### config.mk
export PLATFORM = sky130hd
export DESIGN_NAME = stream_handshake_monitor
export DESIGN_NICKNAME = d
export VERILOG_FILES = /design/src/rtl/stream_handshake_monitor.sv
export SDC_FILE = /design/constraint.sdc
export NUM_CORES = 1
export LEC_CHECK = 0
export CELL_PAD_IN_SITES_DETAIL_PLACEMENT = 1
export CELL_PAD_IN_SITES_GLOBAL_PLACEMENT = 2
export CORE_ASPECT_RATIO = 1.1
export CORE_MARGIN = 1.5
export CORE_UTILIZATION = 35
export CTS_CLUSTER_DIAMETER = 100
export DETAILED_ROUTE_END_ITERATION = 16
export GPL_TIMING_DRIVEN = 1
export PLACE_DENSITY = 0.81
export SLEW_MARGIN = 20
export SYNTH_ARGS = -nofsm -noshare
export SYNTH_HDL_FRONTEND = slang
export SYNTH_SLANG_ARGS = --single-unit
### constraint.sdc
create_clock -name clk_i -period 5.4 [get_ports clk_i]
set_clock_uncertainty 0.15 [all_clocks]
set_input_delay 0.81 -clock clk_i [delete_from_list [all_inputs] [get_ports clk_i]]
set_output_delay 0.81 -clock clk_i [all_outputs]
set_load 0.01 [all_outputs]
### src/rtl/stream_handshake_monitor.sv
// Passive valid/ready stream monitor: counts handshakes, tracks the longest stall and raises sticky protocol-error flags.
// Optional build macro STREAM_MON_ASSERT_EN adds simulation-only $error messages on flag set and on X/Z handshake inputs.
module stream_handshake_monitor #(
    parameter type         data_t     = logic,
    parameter int unsigned CntWidth   = 32,
    parameter int unsigned StallLimit = 1000
) (
    input  logic                clk_i,
    input  logic                rst_ni,
    input  logic                clr_i,
    input  logic                valid_i,
    input  logic                ready_i,
    input  data_t               data_i,
    output logic [CntWidth-1:0] hs_cnt_o,
    output logic [CntWidth-1:0] max_stall_o,
    output logic                err_valid_drop_o,
    output logic                err_data_change_o,
    output logic                err_stall_o
);

    localparam logic [0:0]          ST_IDLE    = 1'b0;
    localparam logic [0:0]          ST_PENDING = 1'b1;
    localparam logic [CntWidth-1:0] CNT_MAX    = '1;

    logic [0:0]          r_state, w_state_nxt;
    logic [CntWidth-1:0] r_stall_cnt, w_stall_cnt_nxt;
    logic [CntWidth-1:0] r_hs_cnt, w_hs_cnt_nxt;
    logic [CntWidth-1:0] r_max_stall, w_max_stall_nxt;
    data_t               r_snap, w_snap_nxt;
    logic                r_err_drop, w_err_drop_nxt;
    logic                r_err_dchg, w_err_dchg_nxt;
    logic                r_err_stall, w_err_stall_nxt;

    logic                w_valid, w_ready, w_hit_limit;
    logic [CntWidth-1:0] w_stall_inc, w_hs_inc, w_max_upd;

    // Unknown handshake inputs count as deasserted
    assign w_valid = (valid_i === 1'b1);
    assign w_ready = (ready_i === 1'b1);

    assign w_stall_inc = (r_stall_cnt == CNT_MAX) ? r_stall_cnt : r_stall_cnt + CntWidth'(1);
    assign w_hs_inc    = (r_hs_cnt == CNT_MAX) ? r_hs_cnt : r_hs_cnt + CntWidth'(1);
    assign w_max_upd   = (r_stall_cnt > r_max_stall) ? r_stall_cnt : r_max_stall;
    // Compared in 64 bits so a limit beyond the counter range simply never fires
    assign w_hit_limit = (StallLimit != 0) &&
                         ((64'(r_stall_cnt) + 64'd1) == 64'(StallLimit));

    // Next-state and next-output logic
    always_comb begin
        w_state_nxt     = r_state;
        w_stall_cnt_nxt = r_stall_cnt;
        w_hs_cnt_nxt    = r_hs_cnt;
        w_max_stall_nxt = r_max_stall;
        w_snap_nxt      = r_snap;
        w_err_drop_nxt  = r_err_drop;
        w_err_dchg_nxt  = r_err_dchg;
        w_err_stall_nxt = r_err_stall;
        if (clr_i) begin
            w_state_nxt     = ST_IDLE;
            w_stall_cnt_nxt = '0;
            w_hs_cnt_nxt    = '0;
            w_max_stall_nxt = '0;
            w_snap_nxt      = '0;
            w_err_drop_nxt  = 1'b0;
            w_err_dchg_nxt  = 1'b0;
            w_err_stall_nxt = 1'b0;
        end else begin
            case (r_state)
                ST_IDLE: begin
                    if (w_valid && w_ready) begin
                        w_hs_cnt_nxt = w_hs_inc;
                    end else if (w_valid) begin
                        w_snap_nxt      = data_i;
                        w_stall_cnt_nxt = CntWidth'(1);
                        w_state_nxt     = ST_PENDING;
                        if (w_hit_limit) w_err_stall_nxt = 1'b1;
                    end
                end
                ST_PENDING: begin
                    if (!w_valid) begin
                        w_err_drop_nxt  = 1'b1;
                        w_max_stall_nxt = w_max_upd;
                        w_stall_cnt_nxt = '0;
                        w_state_nxt     = ST_IDLE;
                    end else begin
                        // Snapshot is kept so every later deviation re-flags
                        if (data_i != r_snap) w_err_dchg_nxt = 1'b1;
                        if (w_ready) begin
                            w_hs_cnt_nxt    = w_hs_inc;
                            w_max_stall_nxt = w_max_upd;
                            w_stall_cnt_nxt = '0;
                            w_state_nxt     = ST_IDLE;
                        end else begin
                            w_stall_cnt_nxt = w_stall_inc;
                            if (w_hit_limit) w_err_stall_nxt = 1'b1;
                        end
                    end
                end
                default: w_state_nxt = ST_IDLE;
            endcase
        end
    end

    always_ff @(posedge clk_i or negedge rst_ni) begin
        if (!rst_ni) r_state <= ST_IDLE;
        else         r_state <= w_state_nxt;
    end

    always_ff @(posedge clk_i or negedge rst_ni) begin
        if (!rst_ni) begin
            r_stall_cnt <= '0;
            r_hs_cnt    <= '0;
            r_max_stall <= '0;
            r_snap      <= '0;
            r_err_drop  <= 1'b0;
            r_err_dchg  <= 1'b0;
            r_err_stall <= 1'b0;
        end else begin
            r_stall_cnt <= w_stall_cnt_nxt;
            r_hs_cnt    <= w_hs_cnt_nxt;
            r_max_stall <= w_max_stall_nxt;
            r_snap      <= w_snap_nxt;
            r_err_drop  <= w_err_drop_nxt;
            r_err_dchg  <= w_err_dchg_nxt;
            r_err_stall <= w_err_stall_nxt;
        end
    end

    assign hs_cnt_o          = r_hs_cnt;
    assign max_stall_o       = r_max_stall;
    assign err_valid_drop_o  = r_err_drop;
    assign err_data_change_o = r_err_dchg;
    assign err_stall_o       = r_err_stall;

`ifdef STREAM_MON_ASSERT_EN
    always @(posedge clk_i) begin
        if (rst_ni) begin
            if ($isunknown(valid_i) || $isunknown(ready_i))
                $error("stream_handshake_monitor: valid_i/ready_i unknown at %0t", $time);
            if (w_err_drop_nxt && !r_err_drop)
                $error("stream_handshake_monitor: err_valid_drop_o set at %0t", $time);
            if (w_err_dchg_nxt && !r_err_dchg)
                $error("stream_handshake_monitor: err_data_change_o set at %0t", $time);
            if (w_err_stall_nxt && !r_err_stall)
                $error("stream_handshake_monitor: err_stall_o set at %0t", $time);
        end
    end
`endif

endmodule

==> results.json <==
{
  "cp_data_arrival_time_ps": 3730,
  "clk_pin_slew_ps": 70,
  "netlist_area_sq_mm": 0.00639,
  "die_w_microns": 132,
  "cts-root-buf": "clkbuf_16",
  "syn_nets": 749,
  "route.detailed.drc": 0,
  "rr_startpoint": "r_stall_cnt[13]",
  "reg2reg_slack_ps": 1800,
  "grt_max_degree": 68,
  "synth_top_cells_by_count": "101 x dfrtp_1, 67 x nor2_1, 53 x o21ai_0, 47 x nand2_1, 39 x inv_1",
  "power.switching_w": 0.000362,
  "ant_nets": 0,
  "crit_path_start_kind": "flip-flop",
  "die_h_microns": 145,
  "period_minus_slack_ps": 3600,
  "synth_edf_count": 0,
  "crit_start": "r_stall_cnt[13]",
  "async_flop_share": 1.00,
  "p_per_area_mw_per_mm2": 205,
  "dp_hpwl_microns": 13400,
  "start_util": 0.359,
  "switching_share": 0.234,
  "clock_power_share": 0.470,
  "highest_layer": "met4",
  "report.final.setup_viol": 0,
  "wl_met2_microns": 9510,
  "intPower_w": 0.00119,
  "leakage_nw": 3.09,
  "ys_types": 64,
  "drt_iter0_drc": 215,
  "crit_type": "flip-flop to flip-flop",
  "path_max_fanout": 32,
  "clk_path_buf_depth": 2,
  "synthCells": 709,
  "totalWireLength_microns": 19000,
  "crit_path_end": "max_stall_o[0]",
  "num_antenna_cells": 0,
  "wl_met3_microns": 758,
  "max-cap-violations": 0,
  "finalWeightedCongestion": 0.838,
  "drv_slew": 0,
  "seq_area_frac_synth": 0.395,
  "cts_setup_buffers": 0,
  "grt.total_usage": 0.206,
  "rsz0062_at_grt": "false",
  "hold_buffers": 0,
  "end_kind": "flip-flop",
  "regArea_sq_mm": 0.00253,
  "num_vias": 5700,
  "yosys-top-cells-area": "dfrtp_1 40%, ha_1 6.7%, o2111ai_1 4.2%",
  "reg2reg_to": "max_stall_o[0]",
  "grt_pass1_wl_microns": 31200,
  "drive_gt1_frac": 0.0640,
  "synth.most_common_cell": "dfrtp_1",
  "min_path_type": "flip-flop to flip-flop",
  "numPortBuffers": 72,
  "grt_overflow_total": 0,
  "dr.pass1.iters": 4,
  "core-area_sq_mm": 0.0178,
  "hold_violations": 0,
  "ys_ff_latch": 101,
  "worstPathRequired_ps": 5530,
  "cts_num_sinks": 101,
  "rr_worst_depth": 9,
  "avgRoutedWirePerCell_microns": 19.2,
  "synthFlopType": "dfrtp_1",
  "synth_warnings": 0,
  "multiInputGateArea_sq_mm": 0.00350,
  "pin_count": 73,
  "power.share.combinational": 0.039,
  "cts_tree": "done",
  "outcome": "finished, final reports clean",
  "ir_worst_vdd_mv": 0.146,
  "max_clock_freq_ghz": 0.278,
  "holdWs_ps": 359,
  "clk-insertion-delay-late_ps": 360,
  "worst_pin_slew_ps": 1000,
  "fin_ws_ps": 1800,
  "relSlewSlack": 0.315,
  "cts_max_level": 3,
  "numCtsBuffers": 9,
  "grt_pass1_vias": 5975,
  "nets": 786,
  "finalPower_w": 0.00155,
  "final_util": 0.425,
  "rows": 51,
  "yosysTopAreaCell": "dfrtp_1",
  "antenna_found_initial": 0,
  "areaGrowthSynthToFinish_pct": 18.3,
  "synth.avg_cell_area_sq_um": 9.01,
  "timing.setup.tns_ps": 0,
  "wl_met1_microns": 8250,
  "dp_slack_ps": 1760,
  "yosys.area.top_type_share": 0.395,
  "finalCritPeriodShare": 0.666,
  "fillers": 2037,
  "routed_via_density": 5.77,
  "die-area_sq_mm": 0.0191,
  "power.share.sequential": 0.491,
  "cts_resized": 0
}
[cells in the final DEF, fill, tap and decap left out, drive strengths merged, types with 2 or more instances in the layout]
| cell type | Yosys | layout |
|---|---|---|
| and4 | 12 | 12 |
| a31oi | 10 | 10 |
| clkbuf | 35 | 10 |
| o211ai | 2 | 2 |
| nor2 | 67 | 67 |
| or3 | 7 | 7 |
| xor2 | 30 | 30 |
| nand2 | 48 | 48 |
| nor3b | 4 | 4 |
| nor4 | 11 | 11 |
| ha | 34 | 34 |
| o31ai | 35 | 35 |
| o41ai | 3 | 3 |
| a21o | 8 | 8 |
| nor2b | 2 | 2 |
| clkdlybuf4s50 | 0 | 70 |
| clkinvlp | 0 | 2 |
| nand3 | 35 | 35 |
| nand4b | 3 | 3 |
| and3 | 14 | 14 |
| bufinv | 0 | 2 |
| buf | 18 | 9 |
| nand4 | 29 | 29 |
| a21oi | 18 | 18 |
| o2111ai | 31 | 31 |
| xnor2 | 17 | 17 |
| nor3 | 11 | 11 |
| o21ai | 55 | 55 |
| dfrtp | 101 | 101 |
| a32o | 4 | 4 |
| inv | 39 | 40 |
| and2 | 4 | 4 |
| mux2i | 3 | 3 |
[flip-flops by register name (all words and copies together), names as in the netlist]
signal	cells
hs_cnt_o	32
r_snap	1
max_stall_o	32
r_state	1
err_valid_drop_o	1
err_data_change_o	1
err_stall_o	1
r_stall_cnt	32
[worst max-delay path: stages, from the launching register on]
cell      delay [ps]
dfrtp_1          510
ha_1             370
nand4_1          150
nor2_1           430
o21ai_0          330
a21boi_2         190
buf_4            350
o21a_1           430
buf_4            370
mux2i_1          220
[metrics by stage]
step                cells  instance area [sq um]
finish                988                   7560
global route          988                   7560
CTS                   988                   7560
detailed placement    973                   7240
global placement      973                   7240
floorplan             709                   6390
[metal layers]
layer	up-vias	global-route usage
met5	-	0
met3	31	0.0373
met2	99	0.374
li1	2674	-
met1	2896	0.243
met4	0	0.0854
[power by group through the flow]
stage               Clock (W)  Sequential [W]  Combinational (W)
detailed placement          0        0.000777          0.0000634
global placement            0        0.000777          0.0000610
global route         0.000772        0.000762          0.0000688
finish               0.000729        0.000762          0.0000610
CTS                  0.000751        0.000762          0.0000636
floorplan                   0        0.000776          0.0000276
[cells by family after synthesis]
kind of cell,count (synthesis),share of synthesized area
flip-flops,101,0.395
adder cells (fa/ha/maj),34,0.0666
buffers and inverters,93,0.0599
multiplexers,3,0.00470
AO/OA/AOI/OAI,178,0.189
XOR/XNOR,47,0.0644
AND/OR/NAND/NOR,253,0.220
[worst min-delay path by stage]
stage / from / endpoint / slack (ps) / cells past startpoint
CTS: err_data_change_o / err_data_change_o / 370 / 2
global placement: err_data_change_o / err_data_change_o / 330 / 2
finish: err_data_change_o / err_data_change_o / 360 / 2
floorplan: rst_ni / err_data_change_o / 360 / 0
global route: err_data_change_o / err_data_change_o / 390 / 2
detailed placement: err_data_change_o / err_data_change_o / 350 / 2
[final cells by class]
class,instances,share of cell area
tap,238,0.0394
multi-input combinational,515,0.463
inverter,40,0.0199
timing repair buffer,79,0.101
clock inverter,5,0.0111
sequential,101,0.334
clock buffer,10,0.0316
No activity file was read; power rests on OpenSTA's default activity.
